$ cat config.mk
export PLATFORM = sky130hd
export DESIGN_NAME = segrw_arb2
export DESIGN_NICKNAME = d
export VERILOG_FILES = /design/src/rtl/segrw_arb2.sv
export SDC_FILE = /design/constraint.sdc
export NUM_CORES = 1
export LEC_CHECK = 0
export ABC_AREA = 1
export BUFFER_PORTS_ARGS = -buffer_cell sky130_fd_sc_hd__buf_2
export CAP_MARGIN = 20
export CELL_PAD_IN_SITES_DETAIL_PLACEMENT = 0
export CELL_PAD_IN_SITES_GLOBAL_PLACEMENT = 2
export CORE_AREA = 2 2 137 139
export CTS_CLUSTER_SIZE = 16
export DETAILED_ROUTE_END_ITERATION = 10
export DIE_AREA = 0 0 139 141
export PLACE_DENSITY = 0.82
export SETUP_SLACK_MARGIN = 0.15
export SYNTH_ARGS = -nofsm -noshare
export SYNTH_HDL_FRONTEND = slang
export SYNTH_SLANG_ARGS = --single-unit
$ cat constraint.sdc
create_clock -name clock -period 3 [get_ports clock]
set_input_delay 0.45 -clock clock [delete_from_list [all_inputs] [get_ports clock]]
set_output_delay 0.45 -clock clock [all_outputs]
set_load 0.02 [all_outputs]
$ cat src/rtl/segrw_arb2.sv
// -----------------------------------------------------------------------------
// segrw_arb2 : two-client arbiter in front of one segment read/write operator.
//
// Each client offers addr/dataW/write token streams and receives dataR tokens.
// One request per cycle is forwarded to the segment with zero latency. A tag
// FIFO remembers which client issued each outstanding request, so returned
// dataR tokens are routed back in order. Client eos tokens are absorbed and
// answered with a per-client dataR eos once that client's responses are
// drained; when both clients are closed a single eos goes to the segment.
//
// Handshake: every stream uses (d, v, e, b). A token moves in a cycle where
// v=1 and b=0. b=1 means stall. e marks the end-of-stream token.
//
// Build option: define SEGARB_FIXED_PRIO_EN to give client 0 fixed priority
// when both clients are eligible; otherwise grants alternate round-robin.
//
// Ports:
//   clock, reset                 clock, asynchronous active-low reset
//   cK_addr_*  (K=0,1)           client address stream (in d/v/e, out b)
//   cK_dataW_*                   client write-data stream
//   cK_write_*                   client write-enable stream
//   cK_dataR_*                   response stream to client (out d/v/e, in b)
//   seg_addr_*/dataW_*/write_*   request streams to the segment
//   seg_dataR_*                  response stream from the segment
//   err                          sticky protocol-error flag
//   state_dbg                    FSM state (0=RUN, 1=SEG_EOS, 2=DONE)
// -----------------------------------------------------------------------------
module segrw_arb2 #(
  parameter int ADDR_W = 16,
  parameter int DATA_W = 32,
  parameter int DEPTH  = 4
) (
  input  logic              clock,
  input  logic              reset,
  // client 0
  input  logic [ADDR_W-1:0] c0_addr_d,
  input  logic              c0_addr_v,
  input  logic              c0_addr_e,
  output logic              c0_addr_b,
  input  logic [DATA_W-1:0] c0_dataW_d,
  input  logic              c0_dataW_v,
  input  logic              c0_dataW_e,
  output logic              c0_dataW_b,
  input  logic              c0_write_d,
  input  logic              c0_write_v,
  input  logic              c0_write_e,
  output logic              c0_write_b,
  output logic [DATA_W-1:0] c0_dataR_d,
  output logic              c0_dataR_v,
  output logic              c0_dataR_e,
  input  logic              c0_dataR_b,
  // client 1
  input  logic [ADDR_W-1:0] c1_addr_d,
  input  logic              c1_addr_v,
  input  logic              c1_addr_e,
  output logic              c1_addr_b,
  input  logic [DATA_W-1:0] c1_dataW_d,
  input  logic              c1_dataW_v,
  input  logic              c1_dataW_e,
  output logic              c1_dataW_b,
  input  logic              c1_write_d,
  input  logic              c1_write_v,
  input  logic              c1_write_e,
  output logic              c1_write_b,
  output logic [DATA_W-1:0] c1_dataR_d,
  output logic              c1_dataR_v,
  output logic              c1_dataR_e,
  input  logic              c1_dataR_b,
  // segment
  output logic [ADDR_W-1:0] seg_addr_d,
  output logic              seg_addr_v,
  output logic              seg_addr_e,
  input  logic              seg_addr_b,
  output logic [DATA_W-1:0] seg_dataW_d,
  output logic              seg_dataW_v,
  output logic              seg_dataW_e,
  input  logic              seg_dataW_b,
  output logic              seg_write_d,
  output logic              seg_write_v,
  output logic              seg_write_e,
  input  logic              seg_write_b,
  input  logic [DATA_W-1:0] seg_dataR_d,
  input  logic              seg_dataR_v,
  input  logic              seg_dataR_e,
  output logic              seg_dataR_b,
  // status
  output logic              err,
  output logic [1:0]        state_dbg
);

  localparam int PTR_W = $clog2(DEPTH);
  localparam int CNT_W = $clog2(DEPTH + 1);

  typedef enum logic [1:0] {
    ST_RUN     = 2'd0,
    ST_SEG_EOS = 2'd1,
    ST_DONE    = 2'd2
  } state_t;

  state_t state, state_nxt;

  // tag FIFO: one bit per outstanding request, 0 = client 0, 1 = client 1
  logic             tag_mem [DEPTH];
  logic [PTR_W-1:0] wr_ptr, rd_ptr;
  logic [CNT_W-1:0] count;
  logic [CNT_W-1:0] out_cnt [2];
  logic [1:0]       done, eos_sent;
`ifndef SEGARB_FIXED_PRIO_EN
  logic             rr_ptr;
`endif

  // per-client stream summaries
  logic [1:0] all_v, any_e, all_e, dataR_b_in;
  logic       seg_rdy, fifo_full, fifo_empty, head;

  // combinational decisions
  logic       push, pop, stray, grant_id;
  logic [1:0] elig, eos_in, eos_mix, eos_fire, client_b, r_v, r_e;

  assign all_v[0] = c0_addr_v & c0_dataW_v & c0_write_v;
  assign all_v[1] = c1_addr_v & c1_dataW_v & c1_write_v;
  assign any_e[0] = c0_addr_e | c0_dataW_e | c0_write_e;
  assign any_e[1] = c1_addr_e | c1_dataW_e | c1_write_e;
  assign all_e[0] = c0_addr_e & c0_dataW_e & c0_write_e;
  assign all_e[1] = c1_addr_e & c1_dataW_e & c1_write_e;
  assign dataR_b_in = {c1_dataR_b, c0_dataR_b};

  assign seg_rdy    = ~seg_addr_b & ~seg_dataW_b & ~seg_write_b;
  // full is judged on the registered count, so a same-cycle pop never frees a slot
  assign fifo_full  = (count == CNT_W'(DEPTH));
  assign fifo_empty = (count == '0);
  assign head       = tag_mem[rd_ptr];

  assign state_dbg  = state;

  always_comb begin
    state_nxt   = state;
    push        = 1'b0;
    pop         = 1'b0;
    stray       = 1'b0;
    grant_id    = 1'b0;
    elig        = 2'b00;
    eos_in      = 2'b00;
    eos_mix     = 2'b00;
    eos_fire    = 2'b00;
    client_b    = 2'b11;
    r_v         = 2'b00;
    r_e         = 2'b00;
    seg_addr_d  = '0;
    seg_addr_v  = 1'b0;
    seg_addr_e  = 1'b0;
    seg_dataW_d = '0;
    seg_dataW_v = 1'b0;
    seg_dataW_e = 1'b0;
    seg_write_d = 1'b0;
    seg_write_v = 1'b0;
    seg_write_e = 1'b0;
    seg_dataR_b = 1'b1;

    // nothing is accepted or offered while reset is held
    if (reset) begin
      case (state)
        ST_RUN: begin
          for (int k = 0; k < 2; k++) begin
            eos_in[k]  = all_v[k] & any_e[k] & ~done[k];
            eos_mix[k] = eos_in[k] & ~all_e[k];
            elig[k]    = all_v[k] & ~any_e[k] & ~done[k] & ~fifo_full & seg_rdy;
          end

`ifdef SEGARB_FIXED_PRIO_EN
          grant_id = ~elig[0];
`else
          grant_id = (elig[0] & elig[1]) ? rr_ptr : elig[1];
`endif
          push = |elig;

          if (push) begin
            seg_addr_v  = 1'b1;
            seg_dataW_v = 1'b1;
            seg_write_v = 1'b1;
            seg_addr_d  = grant_id ? c1_addr_d  : c0_addr_d;
            seg_dataW_d = grant_id ? c1_dataW_d : c0_dataW_d;
            seg_write_d = grant_id ? c1_write_d : c0_write_d;
            client_b[grant_id] = 1'b0;
          end

          // eos tokens are swallowed without needing the segment or FIFO space
          for (int k = 0; k < 2; k++) begin
            if (eos_in[k]) client_b[k] = 1'b0;
          end

          // a client's eos goes out only once it has no tags left in the FIFO,
          // so it can never collide with a routed response for the same client
          for (int k = 0; k < 2; k++) begin
            if (done[k] && out_cnt[k] == '0 && !eos_sent[k]) begin
              r_v[k]      = 1'b1;
              r_e[k]      = 1'b1;
              eos_fire[k] = ~dataR_b_in[k];
            end
          end

          if (eos_sent == 2'b11 && fifo_empty) state_nxt = ST_SEG_EOS;
        end

        ST_SEG_EOS: begin
          seg_addr_v  = 1'b1;
          seg_addr_e  = 1'b1;
          seg_dataW_v = 1'b1;
          seg_dataW_e = 1'b1;
          seg_write_v = 1'b1;
          seg_write_e = 1'b1;
          if (seg_rdy) state_nxt = ST_DONE;
        end

        ST_DONE: begin
          // absorb anything the segment still sends, including its eos
          seg_dataR_b = 1'b0;
        end

        default: state_nxt = ST_RUN;
      endcase

      // response routing is live until the segment has been closed
      if ((state == ST_RUN || state == ST_SEG_EOS) && seg_dataR_v && !seg_dataR_e) begin
        if (!fifo_empty) begin
          r_v[head]   = 1'b1;
          seg_dataR_b = dataR_b_in[head];
          pop         = ~dataR_b_in[head];
        end else begin
          // response with no matching request: drop it and flag the error
          seg_dataR_b = 1'b0;
          stray       = 1'b1;
        end
      end
    end

    c0_addr_b  = client_b[0];
    c0_dataW_b = client_b[0];
    c0_write_b = client_b[0];
    c1_addr_b  = client_b[1];
    c1_dataW_b = client_b[1];
    c1_write_b = client_b[1];
    c0_dataR_d = seg_dataR_d;
    c1_dataR_d = seg_dataR_d;
    c0_dataR_v = r_v[0];
    c0_dataR_e = r_e[0];
    c1_dataR_v = r_v[1];
    c1_dataR_e = r_e[1];
  end

  always_ff @(posedge clock or negedge reset) begin
    if (!reset) begin
      state      <= ST_RUN;
      wr_ptr     <= '0;
      rd_ptr     <= '0;
      count      <= '0;
      out_cnt[0] <= '0;
      out_cnt[1] <= '0;
      done       <= 2'b00;
      eos_sent   <= 2'b00;
      err        <= 1'b0;
`ifndef SEGARB_FIXED_PRIO_EN
      rr_ptr     <= 1'b0;
`endif
    end else begin
      state <= state_nxt;
      if (push) wr_ptr <= wr_ptr + PTR_W'(1);
      if (pop)  rd_ptr <= rd_ptr + PTR_W'(1);
      case ({push, pop})
        2'b10:   count <= count + CNT_W'(1);
        2'b01:   count <= count - CNT_W'(1);
        default: count <= count;
      endcase
      for (int k = 0; k < 2; k++) begin
        case ({push && (grant_id == k[0]), pop && (head == k[0])})
          2'b10:   out_cnt[k] <= out_cnt[k] + CNT_W'(1);
          2'b01:   out_cnt[k] <= out_cnt[k] - CNT_W'(1);
          default: out_cnt[k] <= out_cnt[k];
        endcase
      end
      done     <= done | eos_in;
      eos_sent <= eos_sent | eos_fire;
      if (stray || (|eos_mix)) err <= 1'b1;
`ifndef SEGARB_FIXED_PRIO_EN
      // the client just served drops to second place
      if (push) rr_ptr <= ~grant_id;
`endif
    end
  end

  // tag storage needs no reset: count/pointers define which entries are live
  always_ff @(posedge clock) begin
    if (push) tag_mem[wr_ptr] <= grant_id;
  end

endmodule
==> impl_results.md, run 1 <==
* Crit path capture: seg_dataW_d[10]
* Seq/Total Area, Yosys at 21.3%
* Max cap viols at 0
* Number of setup violations in the final report at 0
* Crit-path cells: inv_2, nand2_1, nor2_2, nand2_1, nand2_2, nand2_4, inv_6, buf_4, nand3_1, nand2_1, buf_2
* Mapped cell area at between 0.003 and 0.004 sq mm
* Nets at approximately 700
* Vias in the first global route at 3013
* Utilization of the core after routing at about 20%
* IO Pins at roughly 280
* Post-synthesis cell type count at 34
* Wirelength per Cell at between 10 and 15 um
* R2R setup slack at 0.57 ns
* CP most frequent cell: nand2_1
* RSZ-0062 raised after global routing: no
* I/O Buffers at between 150 and 200
* Layout fillers at between 2000 and 2500
* Worst-path fanout max at 22
* TritonCTS clock tree: yes
* Hold_buf cts at 0
* Routed Antenna Nets at 0
* Area of the multi-input gates at 0.00154 sq mm
* Initial antenna violation count at 0
* WL met2 at between 5000 and 6000 um
* Clock Sinks at 25
* Final Skew at between 0.001 and 0.0015 ns
* Startpoint types: register
* Relative max-transition margin at a little over 60%
* Total power at roughly 0.97 mW
* Total GRT Usage at between 10% and 20%
* Final Hold Violating Endpoints at 0
* Syn_nets at between 500 and 600
* Top Metal Used: met4
* #FFs+latches synth at 25
* Cts bufs inserted at 3
* Leakage power at 2.14 nW
* Hold WS at 0.144 ns
* Setup Buffers After CTS at 0
* CP required at approximately 2.6 ns
* Cells after Synth at around 430
* Total grt overflow at 0
* DRC at 0
* First-pass GRT wire length at 16100 um
* Critical path's largest stage delay at around 0.4 ns
* Die W at approximately 140 um
* Vias per cell at slightly above 4
* Clk Latency, worst-skew pair at between 0.2 and 0.3 ns
* Die ar. at between 0.015 and 0.02 sq mm
* Effective utilization at floorplan at 16.6%
* Post-cts resize count at 0
* Critical Path Start: done[1]
* Routed Wire Length at approximately 11000 um
* Root buffer cell: clkbuf_16
* M1 WL at about 4600 um
* Max Transition Viols Final at 0
* Worst-path clk slew at about 0.07 ns
* Row count at 50
* Routability cong. at about 0.75
* Status: complete, no violations
* Area post-placement at 0.00366 sq mm
* Critical Path AT at approximately 2.1 ns
* Worst IR drop on VDD at 0.281 mV
* Initial DRC count at 180
* Tcrit/Tclk final at approximately 86%
* Finished Cell Area at ~0.0037 sq mm
* Maximum operating frequency at 0.388 GHz
* Min Tclk post-route at 2.57 ns
* Least-Margin Pin Slew at around 0.57 ns
* Max clock buf depth at 2
* Reg area at approximately 650 sq um
* # diodes at 0
* Reg2reg start: done[1]
* Hpwl dp at approximately 8400 um
* Htree depth at 1
* Die Height at ~140 um
* Critical setup path kind: reg -> out
* Critical path capture point type: output pin
* R2R Path End: out_cnt[5]
* Largest net degree at the start of global routing at 50
* First-pass DRT Iterations at 4
* Met3 WL at between 600 and 700 um
* CP max stage cell: dfrtp_1
* Share of post-route cells with drive strength above 1 at between 40% and 50%
* Vias post-DR at about 3200
* P&R area growth vs syn at 23.1%
* Synth Warn # at 0
* Core area at ~0.018 sq mm
* Syn_area_per_cell at between 6 and 7 sq um
* Worst R2R Path Depth at 13
* Tightest Hold Check Type: in -> async
* Post-Route Setup TNS at 0 ns
* Power per cell area at 260 mW/mm^2
==> synthesized netlist by cell type <==
library cell / n / share of area [%]
a21oi_1: 5 / 0.82
a21oi_2: 1 / 0.29
a22oi_1: 1 / 0.25
buf_1: 1 / 0.12
buf_2: 10 / 1.6
buf_4: 76 / 19
buf_6: 6 / 2.2
clkbuf_1: 4 / 0.49
dfrtp_1: 21 / 17
edfxtp_1: 4 / 4.0
fa_1: 3 / 2.0
ha_1: 7 / 2.9
inv_1: 34 / 4.2
inv_2: 5 / 0.62
inv_6: 1 / 0.29
mux2_2: 2 / 0.74
nand2_1: 89 / 11
nand2_2: 3 / 0.62
nand2_4: 1 / 0.37
nand3_1: 47 / 7.7
nand3_2: 12 / 4.0
nand3b_1: 1 / 0.25
nand4_1: 51 / 11
nor2_1: 21 / 2.6
nor2_2: 4 / 0.82
nor2_4: 1 / 0.37
nor3_1: 2 / 0.33
nor3_2: 1 / 0.33
nor4_1: 1 / 0.21
o21ai_0: 9 / 1.5
o21bai_1: 1 / 0.25
o221ai_1: 1 / 0.29
xnor2_1: 5 / 1.4
xor2_1: 3 / 0.87
==> through the flow <==
| step | cells | setup slack [ns] |
|---|---|---|
| after floorplan | 434 | 0.812 |
| after global placement | 769 | 0.338 |
| after detailed placement | 769 | 0.340 |
| after CTS | 773 | 0.352 |
| after global routing | 773 | 0.183 |
| final | 773 | 0.425 |
==> worst min path at each step <==
stage          start   endpoint
2_1_floorplan  reset   count[0]
3_3_place_gp   reset        err
3_5_place_dp   reset        err
4_1_cts        reset  rd_ptr[0]
5_1_grt        reset  rd_ptr[0]
6_report       reset        err
==> cell families (layout without fill, tap and decap cells) <==
group                    count (synthesis)  after routing  synth area share (%)
AND/OR/NAND/NOR                        234            234                  39.1
adder cells (fa/ha/maj)                 10             10                  4.86
multiplexers                             2              2                 0.741
XOR/XNOR                                 8              8                  2.31
flip-flops                              25             25                  21.3
AO/OA/AOI/OAI                           18             18                  3.38
buffers and inverters                  137            242                  28.4
==> cell usage in the layout, fill, tap and decap left out, types with 2 or more instances in the layout <==
cell       Yosys  layout
nor3_1         2       2
clkbuf_16      0       3
nand2_1       89      89
inv_1         34      34
ha_1           7       7
buf_4         76      10
nand2_2        3       3
nand3_1       47      47
nor2_4         1       2
edfxtp_1       4       4
nand3_2       12      12
a21oi_1        5       5
dfrtp_1       21      21
nor2_1        21      21
inv_2          5       5
xnor2_1        5       5
nand4_1       51      51
nor2_2         4       3
buf_2         10     187
o21ai_0        9       9
xor2_1         3       3
fa_1           3       3
mux2_2         2       2
==> cell type report <==
class | instances | share of cell area [%]
well taps | 234 | 7.83
clock buffers | 3 | 2.01
repair buffers | 198 | 27.6
flip-flops and latches | 25 | 17.3
inverters | 40 | 4.15
clock inverters | 1 | 0.167
multi-input cells | 272 | 41.0
==> power breakdown <==
group	internal, mW	leakage (nW)	switching, mW
Clock	0.182	0.0414	0.128
Combinational	0.104	1.83	0.191
Sequential	0.354	0.276	0.0137
Total	0.640	2.14	0.333
==> per-layer routing <==
metal / up-vias / GRT usage, %
met4: 0 / 2.76
met1: 1457 / 13.4
li1: 1581 / -
met5: - / 0
met3: 27 / 1.87
met2: 132 / 17.1
==> registers in the layout, summed over array words and instances, names as in the netlist <==
| signal | count |
|---|---|
| count | 3 |
| done | 2 |
| eos_sent | 2 |
| err | 1 |
| out_cnt | 6 |
| rd_ptr | 2 |
| rr_ptr | 1 |
| state_dbg | 2 |
| tag_mem | 4 |
| wr_ptr | 2 |
==> worst max-delay path, delay by kind of cell, from the launching register on <==
kind | cells | cell delay [ns]
simple gates | 7 | 0.74
buf+inv | 4 | 0.72
flops | 1 | 0.40
Power figures use the tool's default switching activity.
==> run 2, diff against run 1 <==
Settings changed: CORE_AREA 2 2 137 139 to 2 2 193 100, DIE_AREA 0 0 139 141 to 0 0 195 102, PLACE_DENSITY 0.82 to unset, PLACE_DENSITY_LB_ADDON set to 0.15.
==> run 2 against run 1 <==
Sequential power hardly changed. Maximum frequency rose by 1.4%. Global-route usage is 1.3 points higher. Cell count increased by 0.52%. Core utilization grew 0.20 points. Non-clock buffer count decreased by 2. Clock skew increased by 0.0056 ns. First-iteration DRC count is 55% lower. Critical path type unchanged.
==> impl_results.md, run 2 (synthesis results as in run 1) <==
* Vias in the first global route at 3225 (+7.0%)
* IO Pins at 284 (unchanged)
* Power per cell area at 260 mW/mm^2 (about the same)
* Clock Sinks at 25 (unchanged)
* Tightest Hold Check Type: in -> async
* Hpwl dp at 9470 um (+12%)
* Cts bufs inserted at 3 (unchanged)
* I/O Buffers at 187 (unchanged)
* RSZ-0062 raised after global routing: no
* Initial antenna violation count at 0 (unchanged)
* Commonest non-fill, non-tap cell in the layout: buf_2
* Min Tclk post-route at 2.54 ns (-0.0365 ns)
* Routed Wire Length at 11900 um (+12%)
* Hold_buf cts at 0 (unchanged)
* Max clock buf depth at 2 (unchanged)
* Reg area at 646 sq um (unchanged)
* # diodes at 0 (unchanged)
* Setup Buffers After CTS at 0 (unchanged)
* Routability cong. at 0.722 (-4.2%)
* Number of setup violations in the final report at 0 (unchanged)
* Die Height at 102 um (-28%)
* Biggest register: out_cnt
* Wirelength per Cell at 15.3 um (+12%)
* Total GRT Usage at 11.4% (+1.3 points)
* Total power at 0.975 mW (+0.20%)
* Final Skew at 0.00689 ns (+0.00556 ns)
* Die W at 195 um (+40%)
* Largest net degree at the start of global routing at 54 (+8.0%)
* Startpoint types: register
* TritonCTS clock tree: yes
* Critical Path AT at 2.09 ns (-0.03 ns)
* Routed Antenna Nets at 0 (unchanged)
* Max Transition Viols Final at 0 (unchanged)
* Row count at 35 (-30%)
* Least-Margin Pin Slew at 0.515 ns (-0.0521 ns)
* DRC at 0 (unchanged)
* P&R area growth vs syn at 23.4%
* Root buffer cell: clkbuf_16
* Core area at 0.0181 sq mm (-0.75%)
* Vias post-DR at 3136 (-1.9%)
* First-pass GRT wire length at 17900 um (+11%)
* Most frequent cells in the layout: buf_2 (187), nand2_1 (89), nand4_1 (51), nand3_1 (47), inv_1 (34)
* Htree depth at 1 (unchanged)
* Top Registers: out_cnt: 6 flops, tag_mem: 4 flops, count: 3 flops
* Utilization of the core after routing at 20.7% (+0.20 points)
* Maximum operating frequency at 0.394 GHz (+1.4%)
* Share of post-route cells with drive strength above 1 at 43.0% (-0.21 points)
* Critical path capture point type: output pin
* First-pass DRT Iterations at 4 (unchanged)
* Vias per cell at 4.04 (-2.4%)
* Post-cts resize count at 0 (unchanged)
* Nets at 699 (-0.29%)
* Post-Route Setup TNS at 0 ns (unchanged)
* Worst R2R Path Depth at 11 (-2)
* Leakage power at 2.14 nW (-0.19%)
* Worst-path fanout max at 46 (+110%)
* Worst-path clk slew at 0.07 ns (about the same)
* Max reg flops at 6 (unchanged)
* Final Hold Violating Endpoints at 0 (unchanged)
* Relative max-transition margin at 65.7% (+3.5 points)
* Initial DRC count at 81 (-55%)
* Placed Instances at 773 (+0.52%)
* Critical setup path kind: reg -> out
* Non-filler cells, final at 777 (+0.52%)
* Layout fillers at 2131 (+3.3%)
* Tcrit/Tclk final at 84.6% (-1.2 points)
* Die ar. at 0.0199 sq mm (+1.5%)
* Max cap viols at 0 (unchanged)
* Status: complete, no violations
* CP required at 2.55 ns (about the same)
* Total grt overflow at 0 (unchanged)
* Effective utilization at floorplan at 16.8% (+0.13 points)
* Hold WS at 0.150 ns (+0.00529 ns)
* Area of the multi-input gates at 0.00154 sq mm (unchanged)
* Worst IR drop on VDD at 0.166 mV (-41%)
* Clk Latency, worst-skew pair at 0.26 ns (about the same)
[run 2: worst paths after layout]
kind / start / to / slack (ns)
min in group clock: c1_dataR_b / eos_sent[1] / 0.39
max: done[1] / seg_dataW_d[18] / 0.46
min reg2reg: out_cnt[2] / out_cnt[2] / 0.48
max in group asynchronous: reset / wr_ptr[0] / 2.67
min: reset / out_cnt[2] / 0.15
max reg2reg: state_dbg[1] / out_cnt[5] / 0.59
[run 2: cell type report]
| type | instances | share of cell area [%] |
|---|---|---|
| tap | 240 | 8.01 |
| sequential | 25 | 17.2 |
| clock buffer | 3 | 2.00 |
| multi-input combinational | 272 | 41.0 |
| clock inverter | 1 | 0.134 |
| timing repair buffer | 196 | 27.5 |
| inverter | 40 | 4.14 |
[run 2: routing by layer]
layer	track usage [%]	vias up	share of wire, %	routed length (um)
met3	2.41	12	6.2	741
met4	2.76	0	1.4	168
met2	21.5	103	51	6120
met5	0	-	0	0
met1	13.4	1445	41	4890
li1	-	1576	-	-
[run 2: critical path, stage by stage (launching register included)]
cell and delay (ns):
dfrtp_1 0.42, inv_2 0.08, nand2_1 0.06, nor2_2 0.12, nand2_1 0.13, nor2_4 0.11
buf_4 0.44, nand4_1 0.15, nand2_1 0.12, buf_2 0.17
[run 2: report_power, final]
part	leakage, nW	switching, mW	total [mW]	internal (mW)
logic	1.82	0.197	0.303	0.106
clock network	0.0409	0.125	0.305	0.180
registers	0.276	0.0131	0.367	0.354
total	2.14	0.335	0.975	0.640
[run 2: metrics by stage]
stage	setup WS (ns)	instance area, sq um
after floorplan	0.812	3040
after global placement	0.405	3660
final	0.462	3750
after CTS	0.312	3740
after detailed placement	0.377	3660
after global routing	0.229	3750
